`config.mk`:
```
export PLATFORM = sky130hd
export DESIGN_NAME = instr_sequencer
export DESIGN_NICKNAME = d
export VERILOG_FILES = /design/src/rtl/instr_sequencer.sv
export SDC_FILE = /design/constraint.sdc
export NUM_CORES = 1
export LEC_CHECK = 0
export CAP_MARGIN = 0
export CORE_AREA = 2 2 65 67
export CTS_CLUSTER_SIZE = 10
export DETAILED_ROUTE_END_ITERATION = 8
export DIE_AREA = 0 0 67 69
export PLACE_DENSITY = 0.89
export SETUP_SLACK_MARGIN = 0.4
export SLEW_MARGIN = 20
export SYNTH_ARGS = -nofsm -noshare
export SYNTH_HDL_FRONTEND = slang
export SYNTH_SLANG_ARGS = --single-unit
export TNS_END_PERCENT = 100
```
`constraint.sdc`:
```
create_clock -name clk -period 9.2 [get_ports clk]
set_input_delay 2.76 -clock clk [delete_from_list [all_inputs] [get_ports clk]]
set_output_delay 2.76 -clock clk [all_outputs]
set_load 0.02 [all_outputs]
```
`src/rtl/instr_sequencer.sv`:
```
// Multi-cycle control sequencer: FETCH/DECODE/EXECUTE/MEM/WRITEBACK with a retire counter.
// Define ILLEGAL_TRAP_EN to trap unlisted opcodes (adds the illegal port); otherwise they retire as NOPs.
module instr_sequencer (
   input  logic        clk,
   input  logic        rst,
   input  logic [6:0]  opcode,
   input  logic        br_taken,
   input  logic        mem_ready,
   output logic        mem_req,
   output logic        mem_we,
   output logic        ir_en,
   output logic        rf_we,
   output logic        pc_en,
   output logic [1:0]  pc_sel,
   output logic [2:0]  state,
   output logic [31:0] retire_count
`ifdef ILLEGAL_TRAP_EN
   ,
   output logic        illegal
`endif
);

   typedef enum logic [2:0] {
      S_FETCH     = 3'd0,
      S_DECODE    = 3'd1,
      S_EXECUTE   = 3'd2,
      S_MEM       = 3'd3,
      S_WRITEBACK = 3'd4,
      S_TRAP      = 3'd5
   } state_t;

   localparam logic [6:0] OP_BRANCH = 7'b1100011;
   localparam logic [6:0] OP_LOAD   = 7'b0000011;
   localparam logic [6:0] OP_STORE  = 7'b0100011;
   localparam logic [6:0] OP_ALU    = 7'b0110011;
   localparam logic [6:0] OP_ALUI   = 7'b0010011;
   localparam logic [6:0] OP_LUI    = 7'b0110111;
   localparam logic [6:0] OP_AUIPC  = 7'b0010111;
   localparam logic [6:0] OP_JAL    = 7'b1101111;
   localparam logic [6:0] OP_JALR   = 7'b1100111;
   localparam logic [6:0] OP_FENCE  = 7'b0001111;
   localparam logic [6:0] OP_SYSTEM = 7'b1110011;

   state_t      r_state;
   state_t      w_nextState;
   logic [31:0] r_retireCount;

   logic        w_isBranch;
   logic        w_isLoad;
   logic        w_isStore;
   logic        w_isWriteback;
   logic        w_isFence;

   logic        w_memReq;
   logic        w_memWe;
   logic        w_irEn;
   logic        w_rfWe;
   logic        w_pcEn;
   logic [1:0]  w_pcSel;

   assign w_isBranch    = (opcode == OP_BRANCH);
   assign w_isLoad      = (opcode == OP_LOAD);
   assign w_isStore     = (opcode == OP_STORE);
   assign w_isWriteback = (opcode == OP_ALU)  || (opcode == OP_ALUI) ||
                          (opcode == OP_LUI)  || (opcode == OP_AUIPC) ||
                          (opcode == OP_JAL)  || (opcode == OP_JALR);
   assign w_isFence     = (opcode == OP_FENCE) || (opcode == OP_SYSTEM);

   // Control outputs and next state are pure decode of the current state and inputs.
   always_comb begin
      w_nextState = r_state;
      w_memReq    = 1'b0;
      w_memWe     = 1'b0;
      w_irEn      = 1'b0;
      w_rfWe      = 1'b0;
      w_pcEn      = 1'b0;
      w_pcSel     = 2'b00;
      case (r_state)
         S_FETCH: begin
            w_memReq = 1'b1;
            if (mem_ready) begin
               w_irEn      = 1'b1;
               w_nextState = S_DECODE;
            end
         end
         S_DECODE: begin
            w_nextState = S_EXECUTE;
         end
         S_EXECUTE: begin
            if (w_isBranch) begin
               w_pcEn      = 1'b1;
               w_pcSel     = br_taken ? 2'b01 : 2'b00;
               w_nextState = S_FETCH;
            end else if (w_isLoad || w_isStore) begin
               w_nextState = S_MEM;
            end else if (w_isWriteback) begin
               w_nextState = S_WRITEBACK;
            end else if (w_isFence) begin
               w_pcEn      = 1'b1;
               w_nextState = S_FETCH;
            end else begin
`ifdef ILLEGAL_TRAP_EN
               w_nextState = S_TRAP;
`else
               w_pcEn      = 1'b1;
               w_nextState = S_FETCH;
`endif
            end
         end
         S_MEM: begin
            w_memReq = 1'b1;
            w_memWe  = w_isStore;
            if (mem_ready) begin
               if (w_isStore) begin
                  w_pcEn      = 1'b1;
                  w_nextState = S_FETCH;
               end else begin
                  w_nextState = S_WRITEBACK;
               end
            end
         end
         S_WRITEBACK: begin
            w_rfWe      = 1'b1;
            w_pcEn      = 1'b1;
            if (opcode == OP_JAL) begin
               w_pcSel = 2'b01;
            end else if (opcode == OP_JALR) begin
               w_pcSel = 2'b10;
            end
            w_nextState = S_FETCH;
         end
         S_TRAP: begin
            // Only reset leaves TRAP; without the trap build this state is never entered.
`ifdef ILLEGAL_TRAP_EN
            w_nextState = S_TRAP;
`else
            w_nextState = S_FETCH;
`endif
         end
         default: begin
            w_nextState = S_FETCH;
         end
      endcase
   end

   // Reset wins over everything, so a reset edge never counts a retirement.
   always_ff @(posedge clk) begin
      if (rst) begin
         r_state       <= S_FETCH;
         r_retireCount <= 32'd0;
      end else begin
         r_state <= w_nextState;
         if (w_pcEn) begin
            r_retireCount <= r_retireCount + 32'd1;
         end
      end
   end

   assign mem_req      = w_memReq;
   assign mem_we       = w_memWe;
   assign ir_en        = w_irEn;
   assign rf_we        = w_rfWe;
   assign pc_en        = w_pcEn;
   assign pc_sel       = w_pcSel;
   assign state        = r_state;
   assign retire_count = r_retireCount;
`ifdef ILLEGAL_TRAP_EN
   assign illegal      = (r_state == S_TRAP);
`endif

endmodule

```
**Word-level counts from Yosys, hierarchy flattened**

Index checks and enable logic that the tools add are counted.

- Add/sub/neg operators: 1
- Eq/ne operators: 15
- Muxes and demuxes: 23
- Reduce and logical (&&, ||, !) cells: 9

Operators by type and width:

| kind | count |
|---|---|
| 32-bit by 1-bit adder with 32-bit output (second input constant) | 1 |
| 7-bit by 6-bit == test with 1-bit output (second input constant) | 3 |
| 7-bit == test (second input constant) | 3 |
| 3-bit two-way mux | 6 |
| 7-bit by 5-bit == test with 1-bit output (second input constant) | 2 |
| 1-bit two-way mux | 12 |
| 3-bit one-hot mux with 4 select lines | 1 |
| 7-bit by 2-bit == test with 1-bit output (second input constant) | 1 |
| 3-bit by 2-bit == test with 1-bit output (second input constant) | 2 |
| 1-bit logical OR | 6 |
| 2-bit two-way mux | 2 |
| 2-bit != test (second input constant) | 2 |
| 2-bit one-hot mux with 2 select lines | 1 |
| 3-bit by 1-bit == test with 1-bit output (second input constant) | 1 |
| 3-bit == test (second input constant) | 1 |
| 3-bit logical NOT | 1 |
| 1-bit one-hot mux with 3 select lines | 1 |
| 2-bit AND reduction | 1 |
| 2-bit OR reduction | 1 |

- Register bits after elaboration: 35
- Bits of input ports: 11
- Logic and storage cells: 50

**Logic depth before layout (Yosys ltp)**

- Word-level depth: 10
- Gate-level depth with buffers: 8

**Worst setup path after synthesis**

Ideal clock, no wire load.

- Kind: input port to output port
- From: input port opcode[3]
- To: output port pc_en
- Arrival time: 3987 ps
- Data required time: 6440 ps
- Slack: 2453 ps
- Stages on the path: 5
- Buffers on the path: 1
- Cell sequence: nand4bb_1 -> o31a_1 -> a211oi_2 -> clkbuf_1 -> inv_2

- Word-level cells in the longest chain between the ends: 10
- Elaborated cells between the ends (all ways): 21

RTL lines:

| element | line | source |
|---|---|---|
| start: declaration | 6 | `input logic [6:0] opcode,` |
| 7-bit by 6-bit == test with 1-bit output or 7-bit by 5-bit == test with 1-bit output (tied branches) | 64 | `assign w_isWriteback = (opcode == OP_ALU) \|\| (opcode == OP_ALUI) \|\|` |
| 1-bit logical OR (2 in a row) | 64 |  |
| 1-bit logical OR (2 in a row) | 65 | `(opcode == OP_LUI) \|\| (opcode == OP_AUIPC) \|\|` |
| 1-bit logical OR | 66 | `(opcode == OP_JAL) \|\| (opcode == OP_JALR);` |
| 1-bit two-way mux | 96 | `end else if (w_isWriteback) begin` |
| 1-bit two-way mux | 94 | `end else if (w_isLoad \|\| w_isStore) begin` |
| 1-bit two-way mux | 90 | `if (w_isBranch) begin` |
| 1-bit one-hot mux with 3 select lines (*) | 78 | `case (r_state)` |
| end: declaration | 13 | `output logic pc_en,` |

Mark *: on every way between the ends. The rest lies on a longest branch, timed or not.

**Worst setup path in the final report**

Same ends and word-level chain as after synthesis.

==> results.py <==
metrics = {
    "worst_setup_path": {
        "cp_max_fo": 6,
        "crit_type": "in2out",
        "r2r_end": "retire_count[24]$_SDFFE_PP0P_",
        "cp-start-kind": "input port",
        "cpMostUsedCell": "clkdlybuf4s50_1",
        "ff2ff_path_depth": 6,
        "required_ns": 6.44,
        "crit_chain": "clkdlybuf4s50_1 -> nand4bb_1 -> nor4_1 -> a211oi_4 -> inv_2 -> clkdlybuf4s50_1",
        "rrSetupSlack_ns": 6.76,
        "crit_slowest_cell": "clkdlybuf4s50_1",
        "critPathLaunch": "opcode[3]",
        "slowest_delay_ns": 0.63,
        "arrival_ns": 4.89,
        "r2r-start": "retire_count[0]$_SDFFE_PP0P_",
        "endpoint_kind": "output port",
    },
    "timing": {
        "whs_ns": 0.483,
        "final.setup.tns_ns": 0,
        "rsz0062_at_grt": "false",
        "setup_violations": 0,
        "timing.fmax_mhz": 131,
        "setup_ws_ns": 1.55,
        "slew_headroom_pct": 53.6,
        "finalCritPeriodShare_pct": 83.1,
        "skew_ns": 0.00371,
        "slew_violations": 0,
        "worst_pin_slew_ns": 0.689,
        "finalHoldViolations": 0,
        "post-route-min-period_ns": 7.65,
    },
    "hold_path": {
        "hold_depth": 2,
        "hold_start": "retire_count[31]$_SDFFE_PP0P_",
        "hold_end": "retire_count[31]$_SDFFE_PP0P_",
        "hp-class": "reg2reg",
    },
    "clock_tree": {
        "htreeDepth": 2,
        "clockBufferDepth": 2,
        "cts_sinks": 35,
        "post_cts_buffers": 0,
        "cts_root_buffer": "clkbuf_8",
        "tritoncts": "yes",
        "clk_latency_ns": 0.28,
        "path_clk_slew_ns": 0.06,
        "cts_made_buffers": 5,
        "hold_buffers": 0,
        "cts_resized": 0,
    },
    "final_layout": {
        "final_cells": 330,
        "drive_gt1_share_pct": 6.43,
        "final_design_area_no_fill_um2": 2540,
        "insertedDiodeCount": 0,
        "nNetsFinal": 293,
        "area_growth_pct": 30.9,
        "utilization_pct": 64.8,
    },
    "run": {
        "cap_violations": 0,
    },
    "route": {
        "drtIter0Drc": 74,
        "drc_errors": 0,
        "ant_nets": 0,
        "routedWlPerCell_um": 14.1,
        "first_pass_iters": 5,
        "wirelength_um": 4640,
        "routed.top_layer": "met4",
        "met2WireLength_um": 2180,
        "vias": 1999,
        "wl_met3_um": 263,
        "vias_per_cell": 6.06,
        "wl_met1_um": 2130,
    },
    "yosys": {
        "ys_ff_latch": 35,
        "ys_dominant_reg_cell": "dfxtp_1",
        "synth_top_area_share_pct": 36.2,
        "avgSynthCellArea_um2": 8.32,
        "yosysMostFrequentCell": "dfxtp_1",
        "syn_area_um2": 1940,
        "ys.warnings.count": 0,
        "synth_nets": 245,
        "synth_seq_area_share_pct": 36.2,
        "synth.top_cells.by_count": "35 x dfxtp_1, 32 x a21oi_1, 19 x nand2_1",
        "synth_edf_count": 0,
        "async_flop_share_pct": 0,
        "syn_inst": 233,
        "synth_cell_types": 51,
        "synth_top_area_cell": "dfxtp_1",
        "synth_area_leaders": "dfxtp_1 36%, a21oi_1 8.3%, o31ai_1 7.0%",
    },
    "power_and_ir_drop": {
        "power_mw": 0.283,
        "peakVddDrop_v": 0.0000705,
        "leakagePower_nw": 0.715,
        "powerDensity_nw_per_um2": 111,
    },
    "placed_design": {
        "dp.cells": 324,
        "place_area_um2": 2460,
        "port-buffer-count": 52,
        "hpwlAfterDp_um": 3200,
        "place_congestion": 0.869,
        "place_ws_ns": 1.61,
    },
    "grt": {
        "grt_pass1_wl_um": 7870,
        "grtUsageTotal_pct": 21.2,
        "grt-ovfl-total": 0,
        "grt_max_degree": 60,
        "grt_pass1_vias": 1776,
        "grt_antenna_before_repair": 0,
    },
    "floorplan": {
        "num_io_pins": 53,
        "coreArea_um2": 3910,
        "start_util_pct": 49.5,
        "die_x_um": 67,
        "die-area_um2": 4620,
        "row_count": 23,
        "chipHeight_um": 69,
    },
    "outcome": {
        "status": "complete, no violations",
    },
}
-- report_power, final --
group          switching, mW  total (mW)  internal, mW  leakage (nW)
Clock                 0.0512       0.102        0.0504        0.0371
Sequential           0.00237       0.155         0.152         0.282
Combinational         0.0147      0.0263        0.0116         0.396
Total                 0.0683       0.283         0.214         0.715
-- area by class of cell --
class | instances | area [um^2]
sequential | 35 | 701
multi-input combinational | 176 | 1130
tap | 50 | 62.6
timing repair buffer | 54 | 536
clock buffer | 6 | 72.6
inverter | 9 | 33.8
fill | 363 | 1380
-- critical path: cells and delay by family --
family                 cells  cell delay [ns]
buffers and inverters      3             1.25
AND/OR/NAND/NOR            2             0.82
AO/OA/AOI/OAI              1             0.06
-- routing by layer --
layer	GRT usage, %	up-vias
li1	-	996
met1	28.5	945
met2	32.5	53
met3	5.22	5
met4	7.71	0
met5	0	-
-- placed cells by master (no fill, tap or decap), types with 2 or more instances in the layout --
master           count
nor2_1               8
inv_1                7
or4_1               13
nand3_1             11
nor4_1               6
dfxtp_1             35
a21oi_1             32
clkdlybuf4s50_1     52
or4b_1               6
o31ai_1             18
o31a_1               2
nor3_1               4
nand4_1              5
nor3b_1              3
clkbuf_8             5
nand2_1             19
o21ai_0             12
or3_1               10
buf_4                2
-- cell families after synthesis --
family                   after synthesis  share of synthesized area [%]
adder cells (fa/ha/maj)                1                          0.645
XOR/XNOR                               1                          0.452
flip-flops                            35                           36.2
buffers and inverters                 22                           5.87
multiplexers                           1                          0.516
AO/OA/AOI/OAI                         70                           22.1
AND/OR/NAND/NOR                      103                           34.3
-- state kept, by name, summed over array words and instances (netlist names) --
signal / flops
retire_count: 32
state: 3
-- worst max-delay path by stage --
stage / endpoint / slack (ns)
finish: pc_en / 1.55
global route: pc_en / 1.40
CTS: pc_en / 1.57
detailed placement: pc_en / 1.61
global placement: pc_en / 1.66
floorplan: pc_en / 2.45
(Power assumes the default switching activity.)
